File: config.mk
export PLATFORM = sky130hd
export DESIGN_NAME = sume_to_sdnet_tuple_gen
export DESIGN_NICKNAME = d
export VERILOG_FILES = /design/src/rtl/sume_to_sdnet_tuple_gen.sv
export SDC_FILE = /design/constraint.sdc
export NUM_CORES = 1
export LEC_CHECK = 0
export BUFFER_PORTS_ARGS = -buffer_cell sky130_fd_sc_hd__buf_2
export CAP_MARGIN = 20
export CORE_AREA = 4 4 131 133
export DETAILED_ROUTE_END_ITERATION = 7
export DIE_AREA = 0 0 135 137
export GPL_ROUTABILITY_DRIVEN = 1
export PLACE_DENSITY = 0.74
export SLEW_MARGIN = 20
export SYNTH_ARGS = -nofsm -noshare
export SYNTH_HDL_FRONTEND = slang
export SYNTH_SLANG_ARGS = --single-unit
export TNS_END_PERCENT = 20
File: constraint.sdc
create_clock -name axis_aclk -period 10.2 [get_ports axis_aclk]
set_input_delay 0.51 -clock axis_aclk [delete_from_list [all_inputs] [get_ports axis_aclk]]
set_output_delay 0.51 -clock axis_aclk [all_outputs]
set_load 0.1 [all_outputs]
File: src/rtl/sume_to_sdnet_tuple_gen.sv
// rtl/sume_to_sdnet_tuple_gen.sv - SUME AXI-Stream handshake to SDNet tuple strobe, with length/overlong/count stats
module sume_to_sdnet_tuple_gen #(
  parameter int C_S_AXIS_DATA_WIDTH  = 256,
  parameter int C_S_AXIS_TUSER_WIDTH = 128,
  parameter int C_TUPLE_MODE         = 0,
  parameter int C_MAX_BEATS          = 64,
  parameter int C_CNT_WIDTH          = 32
) (
  input  logic                            axis_aclk,
  input  logic                            axis_resetn,
  input  logic                            SUME_axis_tvalid,
  input  logic                            SUME_axis_tready,
  input  logic                            SUME_axis_tlast,
  input  logic [C_S_AXIS_DATA_WIDTH/8-1:0] SUME_axis_tkeep,
  input  logic [C_S_AXIS_TUSER_WIDTH-1:0] SUME_axis_tuser,
  input  logic                            clear_counters,
  output logic                            SDNet_tuple_VALID,
  output logic [C_S_AXIS_TUSER_WIDTH-1:0] SDNet_tuple_DATA,
  output logic                            SDNet_axis_TLAST,
  output logic [15:0]                     pkt_len,
  output logic                            pkt_len_valid,
  output logic                            pkt_err_overlong,
  output logic [C_CNT_WIDTH-1:0]          pkt_count
);

  localparam int BPB     = C_S_AXIS_DATA_WIDTH / 8;
  localparam int BPB_LOG = $clog2(BPB);
  localparam int PW      = $clog2(BPB + 1);

  typedef enum logic {ST_FIRST, ST_WAIT} state_t;

  state_t                          state;
  logic [15:0]                     beat_cnt;
  logic [C_S_AXIS_TUSER_WIDTH-1:0] tuple_data_q;
  logic                            tuple_valid_q;

  logic        acc;
  logic        first_acc;
  logic        last_acc;
  logic [PW-1:0] keep_bytes;
  logic [15:0] beats_before;
  logic [16:0] total_beats;
  logic [31:0] len_full;
  logic [15:0] len_sat;
  logic        overlong;

  assign acc       = SUME_axis_tvalid & SUME_axis_tready;
  assign first_acc = acc & (state == ST_FIRST);
  assign last_acc  = acc & SUME_axis_tlast;

  // Byte count of the last beat: every set keep bit counts, holes included.
  always_comb begin
    keep_bytes = '0;
    for (int i = 0; i < BPB; i++) begin
      keep_bytes = keep_bytes + PW'(SUME_axis_tkeep[i]);
    end
  end

  assign beats_before = (state == ST_FIRST) ? 16'd0 : beat_cnt;
  assign total_beats  = {1'b0, beats_before} + 17'd1;
  assign len_full     = (32'(beats_before) << BPB_LOG) + 32'(keep_bytes);
  assign len_sat      = (|len_full[31:16]) ? 16'hFFFF : len_full[15:0];
  assign overlong     = total_beats > 17'(C_MAX_BEATS);

  always_ff @(posedge axis_aclk) begin
    if (!axis_resetn) begin
      state            <= ST_FIRST;
      beat_cnt         <= '0;
      tuple_data_q     <= '0;
      tuple_valid_q    <= 1'b0;
      pkt_len          <= '0;
      pkt_len_valid    <= 1'b0;
      pkt_err_overlong <= 1'b0;
      pkt_count        <= '0;
    end else begin
      tuple_valid_q    <= (C_TUPLE_MODE != 0) && last_acc;
      pkt_len_valid    <= last_acc;
      pkt_err_overlong <= last_acc & overlong;

      if (first_acc) begin
        beat_cnt     <= 16'd1;
        tuple_data_q <= SUME_axis_tuser;
      end else if (acc && beat_cnt != 16'hFFFF) begin
        beat_cnt <= beat_cnt + 16'd1;
      end

      if (last_acc) begin
        pkt_len <= len_sat;
      end

      case (state)
        ST_FIRST: if (acc && !SUME_axis_tlast) state <= ST_WAIT;
        ST_WAIT:  if (last_acc) state <= ST_FIRST;
        default:  state <= ST_FIRST;
      endcase

      // A clear in the same cycle as a completion wins; that packet is dropped from the count.
      if (clear_counters) begin
        pkt_count <= '0;
      end else if (last_acc) begin
        pkt_count <= pkt_count + 1'b1;
      end
    end
  end

  assign SDNet_axis_TLAST  = SUME_axis_tvalid & SUME_axis_tlast;
  assign SDNet_tuple_VALID = (C_TUPLE_MODE == 0) ? first_acc : tuple_valid_q;
  assign SDNet_tuple_DATA  = (C_TUPLE_MODE == 0) ? SUME_axis_tuser : tuple_data_q;

endmodule
Word level (Yosys, flattened, before mapping):

Cells that the tools add are included.
W data, S select, Z words.

* output and inout port bits: 180
* input port bits: 166
* register bits after elaboration: 67
* logic and storage cells: 65

* add/subtract/negate cells: 35
* muxes and demuxes: 7
* bitwise operators: 7
* reductions and logical operators: 7
* magnitude comparators: 1
* eq/ne operators: 1

Operators by type and width (number)
* $add A6 B1 Y6: 26
* $add A32 B1 Y32 const B: 1
* $mux W16: 2
* $add A21 B6 Y22: 1
* $add A16 B1 Y17 const B: 1
* $gt A17 B7 Y1 const B: 1
* $add A16 B1 Y16 const B: 1
* $ne A16 B16 Y1 const B: 1
* $reduce_or A16 Y1: 1
* $add A5 B1 Y6: 1
* $add A4 B1 Y5: 1
* $and A1 B1 Y1: 5
* $add A3 B1 Y4: 1
* $mux W1: 4
* $reduce_or A2 Y1: 2
* $add A2 B1 Y3: 1
* $add A1 B1 Y2: 1
* $logic_and A1 B1 Y1: 2
* $not A1 Y1: 2
* $pmux W1 S2: 1
* $reduce_bool A2 Y1: 1
* $logic_not A1 Y1: 1

Depth between registers and ports, before layout:

Gate-level depths: netlist of run 1.

* word-level depth: 34
* gate-level depth with buffers: 18

Worst setup path after synthesis of run 1:

OpenSTA, ideal clock, no wires.

* kind: input to register
* start: in SUME_axis_tkeep[0]
* end: reg pkt_len[10]
* cell stages on the path: 17
* setup slack: 4588 ps
* arrival time: 5467 ps
* data required time: 10055 ps
* cell sequence: inv_1 > fa_1 > fa_1 > fa_1 > fa_1 > fa_1 > fa_1 > inv_1 > ha_1 > inv_1 > fa_1 > nor2b_1 > o31a_1 > a41oi_1 > nor4_2 > clkbuf_1 > a41oi_1

* longest elaborated chain between the ends: 34

RTL lines
* start: declaration: RTL line 14 `input logic [C_S_AXIS_DATA_WIDTH/8-1:0] SUME_axis_tkeep,`
* $add A1 B1 Y2 *: RTL line 55 `keep_bytes = keep_bytes + PW'(SUME_axis_tkeep[i]);`
* $add A2 B1 Y3 *: RTL line 55
* $add A3 B1 Y4 *: RTL line 55
* $add A4 B1 Y5 *: RTL line 55
* $add A5 B1 Y6 *: RTL line 55
* $add A6 B1 Y6 * (26 in series): RTL line 55
* $add A21 B6 Y22 *: RTL line 61 `assign len_full = (32'(beats_before) << BPB_LOG) + 32'(keep_bytes);`
* $reduce_or A16 Y1: RTL line 62 `assign len_sat = (|len_full[31:16]) ? 16'hFFFF : len_full[15:0];`
* $mux W16 *: RTL line 62
* end signal: assignment: RTL line 88 `pkt_len <= len_sat;`
* end: declaration: RTL line 20 `output logic [15:0] pkt_len,`

Every way passes the cells marked *; elsewhere a longest branch is shown, timed or not.
A chain may end at the register's enable or synchronous reset.

Worst setup path in the final report of run 1:

* start: in SUME_axis_tkeep[0]
* end: reg pkt_len[12]

The elaborated chain is that of the path after synthesis.

==> impl_metrics.toml, run 1 <==
[outcome]
status = "completed"

[floorplan]
die_h_um = 137
rows = 46
die_x_um = 135
die_area_um2 = 18500
start_util_pct = 33.3
coreArea_um2 = 15800
ios = 346

[setup_path]
crit_chain = "buf_2 -> inv_1 -> fa_1 -> fa_1 -> fa_1 -> inv_1 -> fa_1 -> fa_1 -> inv_1 -> fa_1 -> inv_1 -> ha_1 -> a21oi_1 -> a2bb2oi_1 -> nor4_1 -> nor4_2 -> buf_4 -> a41oi_1"
reg2reg_to = "pkt_len[14]$_SDFFE_PN0P_"
worst_setup_path_start_kind = "primary input"
crit_fanout = 15
path_buf_inv = 6
slowest_delay_ps = 820
required_ps = 10390
r2r_cells = 7
critical_path.endpoint_type = "register"
cp_top_family = "adder cells"
arrival_ps = 6030
crit_path_frequent_cell = "fa_1"
worstSetupPathType = "in2reg"
crit_slowest_cell = "a2bb2oi_1"
r2r_setup_slack_ps = 7590

[run]
cap_violations = 0

[clocking]
cts_resized = 0
post_cts_buffers = 0
path_clk_slew_ps = 60
cts_tree = "built"
clk_latency_ps = 330
cts-root-buf = "clkbuf_16"
clockBufferDepth = 2
cts_buffers = 9
hold_buffers = 0
clock_sinks = 67
cts_max_level = 3

[detailed_routing]
ant_nets = 0
first_pass_iters = 5
vias_per_cell = 5.02
drc = 0
vias = 4107
wl_per_cell_um = 14.5
wl_mm = 11.8
initialDrtViolationCount = 226

[synthesis]
synthArstFlopShare_pct = 0
synth_flop_cell = "dfxtp_1"
ys_seq_area_share_pct = 25.5
synth_area_um2 = 5270
yosys.area.top_type = "dfxtp_1"
syn-num-nets = 850
avgSynthCellArea_um2 = 8.09
netlist_instances = 651
synth-edff-count = 0
yosys_warnings = 0
synth_seq_cells = 67
synth_cell_types = 48
synth_top_area_share_pct = 25.5
synth_area_leaders = "dfxtp_1, buf_4, fa_1, xnor2_1, inv_1"

[sta]
maxSlewHeadroom_pct = 33.9
hold_viol_final = 0
post-route-period-util_pct = 57.3
rsz0062_at_grt = "no"
slew_viol_final = 0
min_period_ps = 5850
clock_skew_ps = 5.42
worstMarginPinSlew_ps = 985
setup_viol = 0
max_freq_mhz = 171
finalSetupTns_ps = 0

[placed_design]
port-buffer-count = 89
place_hpwl_mm = 9.00
place_congestion = 0.849

[cells_and_area]
post-route-util_pct = 33.5
syn_to_final_growth_pct = 0.713
mostFrequentLayoutCells = "buf_2, dfxtp_1, inv_1"
fin_nets = 796
diodes = 0
drive_gt1_share_pct = 19.9
mostFrequentLayoutCell = "buf_2"

[grt]
grt_first_pass_wirelength_mm = 18.9
overflow = 0
antenna_found_initial = 0
grt_pass1_vias = 3752
grt_usage_pct = 12.6
grt_max_degree = 33

[hold_path]
holdCritStartpoint = "pkt_count[31]$_SDFFE_PP0P_"
hold_path_end = "pkt_count[31]$_SDFFE_PP0P_"
hold_depth = 2
hold_path.class = "reg2reg"

[pwr]
powerDensity_nw_per_um2 = 202
vdd_drop_max_v = 0.000155
p_total_w = 0.00107
p_leak_nw = 2.10
[registers in the layout (all words and copies together), names as in the netlist, named ones only]
name / count
beat_cnt: 16
pkt_count: 32
pkt_err_overlong: 1
pkt_len: 16
pkt_len_valid: 1
[worst max path at each step]
stage | slack (ps) | depth (start not counted) | from | end
after floorplan | 4590 | 17 | SUME_axis_tkeep[0] | pkt_len[10]$_SDFFE_PN0P_
after global placement | 4180 | 18 | SUME_axis_tkeep[0] | pkt_len[0]$_SDFFE_PN0P_
after detailed placement | 4030 | 18 | SUME_axis_tkeep[0] | pkt_len[11]$_SDFFE_PN0P_
after CTS | 4340 | 18 | SUME_axis_tkeep[0] | pkt_len[12]$_SDFFE_PN0P_
after global routing | 3980 | 18 | SUME_axis_tkeep[0] | pkt_len[13]$_SDFFE_PN0P_
final | 4350 | 18 | SUME_axis_tkeep[0] | pkt_len[12]$_SDFFE_PN0P_
[where the power goes]
part	switching (W)	total [W]	internal, W
Combinational	0.000253	0.000418	0.000165
Clock	0.000117	0.000382	0.000264
Sequential	0.00000408	0.000272	0.000268
[cells in the mapped netlist (5+ instances only)]
library cell,n
buf_2,9
nor4_1,17
or4_1,10
or3_1,11
a41oi_1,17
nand3_1,17
and4_1,6
a21oi_1,21
nand2_1,39
inv_1,56
clkbuf_1,23
fa_1,24
o21ai_0,34
nand4_1,16
dfxtp_1,67
and2_1,5
buf_4,128
xnor2_1,25
nor2_1,42
nor3_1,14
xor2_1,16
ha_1,9
[logic make-up (layout without fill, tap and decap cells)]
logic type,after synthesis,after routing,synth area share (%)
compound gates,96,96,11.6
xor+xnor,41,41,6.82
fa+ha+maj,33,33,11.3
buf+inv,217,168,24.8
flops,67,67,25.5
mux,3,3,0.594
simple gates,194,194,19.5
[metal layers]
layer	vias to the layer above	track usage (%)	part of all wire [%]
met3	42	5.96	10
met1	1887	15.6	42
met5	-	0	0
met2	197	19.3	45
li1	1981	-	-
met4	0	4.26	2.6
[cell type report]
cell class	count	area, um^2
clock buffers	10	229
clock inverters	6	136
fillers	1635	10500
inverters	57	214
multi-input cells	367	2630
flip-flops and latches	67	1340
well taps	216	270
repair buffers	95	488
[stage by stage]
step / area, um^2 / std cells / hold WS, ps / worst slack [ps]
after floorplan: 5270 / 651 / 493 / 4590
after global placement: 4930 / 801 / 462 / 4180
after detailed placement: 4930 / 801 / 481 / 4030
after CTS: 5300 / 817 / 489 / 4340
after global routing: 5310 / 818 / 535 / 3980
final: 5310 / 818 / 492 / 4350
[worst register-to-register path: stages, from the launching register on]
cell and delay, ps:
dfxtp_1 310, buf_4 260, nand4_1 380, nor4_1 640, a21oi_1 170, nor4bb_2 310, buf_4 260, a41oi_1 150
(Power assumes the default switching activity.)
==> inputs of run 2 (changes only) <==
ABC_AREA = 1   (was unset)
CORE_AREA = 4 4 132 134   (was 4 4 131 133)
DIE_AREA = 0 0 136 138   (was 0 0 135 137)
PLACE_DENSITY = 0.78   (was 0.74)
clock period = 5.8 ns   (was 10.2 ns; I/O delays follow)
==> impl_metrics.toml, run 2 <==
[outcome]
status = "completed"

[setup_path]
slowest_delay_ps = 560
reg2reg_to = "pkt_len[13]$_SDFFE_PN0P_"
crit_path_frequent_cell = "fa_1"
crit_slowest_cell = "fa_1"
crit_fanout = 16
crit_chain = "buf_2 -> inv_1 -> fa_1 -> fa_1 -> fa_1 -> fa_1 -> fa_1 -> fa_1 -> inv_1 -> ha_1 -> inv_1 -> fa_1 -> inv_1 -> nand3_1 -> nand2_1 -> nand3_1 -> nor3_2 -> nor2_2 -> nor2_4 -> nand4_1 -> nand2_1 -> inv_1"
worst_setup_path_start_kind = "primary input"
critical_path.endpoint_type = "register"
path_buf_inv = 6
r2r_cells = 11
worstSetupPathType = "in2reg"
r2r_setup_slack_ps = 3060
required_ps = 6040
cp_top_family = "adder cells"
arrival_ps = 5360

[sta]
rsz0062_at_grt = "no"
fin_ws_ps = 682
max_freq_mhz = 195
whs_ps = 369
post-route-period-util_pct = 88.2
hold_viol_final = 0
maxSlewHeadroom_pct = 37.1
min_period_ps = 5120
clock_skew_ps = 8.60
finalSetupTns_ps = 0
slew_viol_final = 0
setup_viol = 0
worstMarginPinSlew_ps = 942

[synthesis]
avgSynthCellArea_um2 = 6.78
synthArstFlopShare_pct = 0
synth_area_um2 = 6020
synth_area_leaders = "dfxtp_1, buf_4, nand2_1, inv_1, fa_1"
ys_top_cells_by_count = "nand2_1, inv_1, buf_4, nor2_1, dfxtp_1"
yosys.area.top_type = "dfxtp_1"
synth_top_area_share_pct = 22.3
ys_seq_area_share_pct = 22.3
netlist_instances = 887
synth_flop_cell = "dfxtp_1"
synth_seq_cells = 67
synth-edff-count = 0
yosys_warnings = 0
syn-num-nets = 1086
yosysMostFrequentCell = "nand2_1"
synth_cell_types = 37

[hold_path]
hold_path_end = "beat_cnt[0]$_SDFFE_PN0P_"
hold_path.class = "in2reg"
hold_depth = 3
holdCritStartpoint = "axis_resetn"

[clocking]
clockBufferDepth = 2
path_clk_slew_ps = 60
cts_tree = "built"
clk_latency_ps = 340
post_cts_buffers = 0
cts_max_level = 3
cts_resized = 0
cts_buffers = 9
cts-root-buf = "clkbuf_16"
clock_sinks = 67
hold_buffers = 0

[detailed_routing]
wl_mm = 14.7
wl_per_cell_um = 13.7
initialDrtViolationCount = 307
ant_nets = 0
vias = 5200
vias_per_cell = 4.86
drc = 0
first_pass_iters = 5

[floorplan]
start_util_pct = 36.9
rows = 47
die_x_um = 136
coreArea_um2 = 16300
die_area_um2 = 18800
ios = 346
die_h_um = 138

[cells_and_area]
diodes = 0
top_regs = "pkt_count x32, beat_cnt x16, pkt_len x16"
fin_nets = 1045
largest_register = "pkt_count"
syn_to_final_growth_pct = -0.541
largest_reg_flops = 32
mostFrequentLayoutCells = "nand2_1, inv_1, buf_2"
fillers = 1737
drive_gt1_share_pct = 17.5
mostFrequentLayoutCell = "nand2_1"

[grt]
grt_pass1_vias = 4907
grt_max_degree = 31
grt_first_pass_wirelength_mm = 23.9
grt_usage_pct = 15.5
overflow = 0
antenna_found_initial = 0

[pwr]
p_total_w = 0.00184
vdd_drop_max_v = 0.000281
powerDensity_nw_per_um2 = 307
p_leak_nw = 2.71

[placed_design]
port-buffer-count = 89
place_hpwl_mm = 11.7
place_congestion = 0.915
dp_slack_ps = 316

[run]
cap_violations = 0
## run 2: cell count changes after synthesis, sizes merged, moves of 11 or more
cell,delta
xnor2,-21
or3,-11
nor4,-14
nand2,+133
a41oi,-17
inv,+86
clkbuf,-15
nand3,+33
or4,-11
nor3,+13
a21oi,+23
nor2,+53
o21a,+16
## run 2: layout make-up
type                            instances  area [um^2]  share of cell area [%]
Clock buffer                           10          229                    3.83
Multi-Input combinational cell        532         3080                    51.5
Sequential cell                        67         1340                    22.4
Inverter                              143          537                    8.97
Clock inverter                          6         42.5                   0.711
Timing Repair Buffer                   93          475                    7.94
Tap cell                              220          275                    4.60
## run 2: worst reg2reg max path, stage by stage (launching register included)
cell and delay, ps:
dfxtp_1 930, nand2_1 310, nor2_1 220, nand2_1 170
nor2_2 170, nand2_1 70, nand2_1 50, nand2_1 80
a21oi_4 370, nand4_1 160, nand2_1 90, inv_1 30
## run 2: kinds of logic after synthesis
group                      count (synthesis)  synth area share, %
buffers and inverters                    288                 26.5
AOI/OAI and AO/OA                         97                 9.21
xor gates and xnor gates                  18                 2.62
DFF                                       67                 22.3
and+or+nand+nor                          384                 29.5
adders and majority gates                 33                 9.86
## run 2: per-stage QoR
| stage | std cells | utilization, % | cell area (um^2) |
|---|---|---|---|
| 6_report | 1071 | 36.7 | 5980 |
| 5_1_grt | 1071 | 36.7 | 5980 |
| 4_1_cts | 1071 | 36.7 | 5980 |
| 3_5_place_dp | 1055 | 35.1 | 5710 |
| 3_3_place_gp | 1055 | 35.1 | 5710 |
| 2_1_floorplan | 887 | - | 6020 |
## run 2: worst max-delay path by stage
stage / slack, ps / endpoint / cells after the start / from
2_1_floorplan: 800 / pkt_len[10]$_SDFFE_PN0P_ / 22 / SUME_axis_tkeep[0]
4_1_cts: 670 / pkt_len[10]$_SDFFE_PN0P_ / 22 / SUME_axis_tkeep[0]
6_report: 680 / pkt_len[13]$_SDFFE_PN0P_ / 22 / SUME_axis_tkeep[0]
5_1_grt: 340 / pkt_len[14]$_SDFFE_PN0P_ / 22 / SUME_axis_tkeep[17]
3_3_place_gp: 400 / pkt_len[7]$_SDFFE_PN0P_ / 22 / SUME_axis_tkeep[0]
3_5_place_dp: 320 / pkt_len[10]$_SDFFE_PN0P_ / 22 / SUME_axis_tkeep[0]
## run 2: report_power, final
group,switching (W),internal (W)
registers,0.0000128,0.000471
logic,0.000526,0.000325
clock network,0.000215,0.000289
total,0.000755,0.00109
## run 2: layer usage
metal  global-route usage [%]  vias up  routed length (um)
met4                     6.05        0                 401
li1                         -     2588                   -
met1                     18.8     2334                6050
met5                        0        -                   0
met3                     5.92       44                1410
met2                     24.7      234                6800
==> inputs of run 3 (changes only) <==
--- a/config.mk
+++ b/config.mk
@@ -9,9 +9,9 @@
 export BUFFER_PORTS_ARGS = -buffer_cell sky130_fd_sc_hd__buf_2
 export CAP_MARGIN = 20
-export CORE_AREA = 4 4 132 134
+export CORE_AREA = 2 2 134 136
 export DETAILED_ROUTE_END_ITERATION = 7
 export DIE_AREA = 0 0 136 138
 export GPL_ROUTABILITY_DRIVEN = 1
-export PLACE_DENSITY = 0.78
+export PLACE_DENSITY = 0.75
 export SLEW_MARGIN = 20
 export SYNTH_ARGS = -nofsm -noshare
==> constraint.sdc (replaced) <==
create_clock -name axis_aclk -period 5.8 [get_ports axis_aclk]
set_input_delay 0 -clock axis_aclk [delete_from_list [all_inputs] [get_ports axis_aclk]]
set_output_delay 0 -clock axis_aclk [all_outputs]
set_load 0.1 [all_outputs]
==> impl_metrics.toml, run 3 (synthesized netlist as in run 2, its figures left out) <==
[setup_path]
cp_num_cells = 20
worstSetupPathType = "in2reg"
r2r_setup_slack_ps = 2990
reg2reg_to = "pkt_len[1]$_SDFFE_PN0P_"
crit_chain = "buf_2 -> fa_1 -> inv_1 -> fa_1 -> inv_1 -> fa_1 -> fa_1 -> fa_1 -> inv_1 -> fa_1 -> inv_1 -> ha_1 -> nand3_1 -> nand3_1 -> a21oi_1 -> nor2_1 -> nor2_2 -> nand4_1 -> nand2_1 -> inv_1"
path_buf_inv = 6
cp-startpoint = "SUME_axis_tkeep[17]"
slowest_delay_ps = 580
worst_setup_path_start_kind = "primary input"
required_ps = 6030
crit_path_frequent_cell = "fa_1"
crit_fanout = 16
crit_end = "pkt_len[1]$_SDFFE_PN0P_"
crit_slowest_cell = "fa_1"
r2r_cells = 11
arrival_ps = 5110
cp_top_family = "adder cells"
critical_path.endpoint_type = "register"

[floorplan]
ios = 346
start_util_pct = 34.3
die_h_um = 138
die_area_um2 = 18800
die_x_um = 136
coreArea_um2 = 17500
rows = 49

[grt]
grt_usage_pct = 15.1
grt_first_pass_wirelength_mm = 23.2
overflow = 0
grt_pass1_vias = 4873
grt_max_degree = 31
antenna_found_initial = 0

[sta]
slew_viol_final = 0
rsz0062_at_grt = "no"
post-route-period-util_pct = 84.0
max_freq_mhz = 205
clock_skew_ps = 10.0
setup_viol = 0
worstMarginPinSlew_ps = 953
maxSlewHeadroom_pct = 36.4
min_period_ps = 4870
whs_ps = 0.0386
finalSetupTns_ps = 0
hold_viol_final = 0

[pwr]
powerDensity_nw_per_um2 = 313
vdd_drop_max_v = 0.000232
p_leak_nw = 2.73

[placed_design]
place_congestion = 0.980
place_hpwl_mm = 11.1
port-buffer-count = 89

[cells_and_area]
diodes = 0
syn_to_final_growth_pct = 0.0832
largest_register = "pkt_count"
drive_gt1_share_pct = 17.4
post-route-util_pct = 34.3
largest_reg_flops = 32
top_regs = "pkt_count x32, beat_cnt x16, pkt_len x16"
mostFrequentLayoutCell = "nand2_1"
fin_nets = 1043
mostFrequentLayoutCells = "nand2_1, inv_1, buf_2"

[clocking]
clock_sinks = 67
cts_max_level = 3
cts_resized = 0
clk_latency_ps = 340
cts-root-buf = "clkbuf_16"
path_clk_slew_ps = 60
hold_buffers = 0
cts_tree = "built"
post_cts_buffers = 0
cts_buffers = 9
clockBufferDepth = 2

[detailed_routing]
drc = 0
ant_nets = 0
vias = 5204
wl_per_cell_um = 13.1
initialDrtViolationCount = 373
wl_mm = 14.1
first_pass_iters = 5
vias_per_cell = 4.83

[outcome]
status = "completed"

[hold_path]
hold_path.class = "in2out"

[run]
cap_violations = 0
-- run 3: cell count changes in the layout (fill, tap and decap cells not counted) --
cell and delta:
buf_4 -2, clkbuf_8 +2, bufinv_16 +1, clkbuf_1 -1, clkinv_2 -1, clkinv_4 -1, clkinvlp_4 -1, inv_6 +1
-- run 3: metal layers --
metal | global-route usage (%) | vias up | share of wire [%]
met5 | 0 | - | 0
met1 | 17.9 | 2361 | 41
li1 | - | 2572 | -
met3 | 4.62 | 47 | 8.4
met4 | 6.80 | 0 | 3.4
met2 | 24.9 | 224 | 47
-- run 3: layout make-up --
cell class,instances,area (um^2)
clock buffers,11,253
clock inverters,5,60.1
fillers,1895,11500
inverters,143,537
multi-input cells,532,3080
flip-flops and latches,67,1340
well taps,229,287
repair buffers,91,460
-- run 3: per-stage QoR --
stage | power [W] | area (um^2) | cells | setup WS [ps]
floorplan | 0.00159 | 6020 | 887 | 1090
global placement | 0.00131 | 5710 | 1062 | 711
detailed placement | 0.00133 | 5710 | 1062 | 558
CTS | 0.00190 | 6020 | 1078 | 900
global route | 0.00205 | 6020 | 1078 | 528
finish | 0.00188 | 6020 | 1078 | 925
-- run 3: where the power goes --
group | switching (W) | internal, W | total, W
logic | 0.000508 | 0.000318 | 0.000826
registers | 0.0000129 | 0.000471 | 0.000484
clock network | 0.000216 | 0.000358 | 0.000573
-- run 3: how the worst min path moves through the flow --
| stage | from | endpoint | depth (start not counted) |
|---|---|---|---|
| floorplan | SUME_axis_tuser[0] | SDNet_tuple_DATA[0] | 1 |
| global placement | SUME_axis_tuser[10] | SDNet_tuple_DATA[10] | 0 |
| detailed placement | SUME_axis_tuser[10] | SDNet_tuple_DATA[10] | 0 |
| CTS | SUME_axis_tuser[10] | SDNet_tuple_DATA[10] | 0 |
| global route | SUME_axis_tuser[64] | SDNet_tuple_DATA[64] | 0 |
| finish | SUME_axis_tuser[110] | SDNet_tuple_DATA[110] | 0 |
-- run 3: worst register-to-register path: cells and delay by family, from the launching register on --
family,cells,cell delay (ps)
flip-flops,1,940
AND/OR/NAND/NOR,10,1720
buffers and inverters,1,40
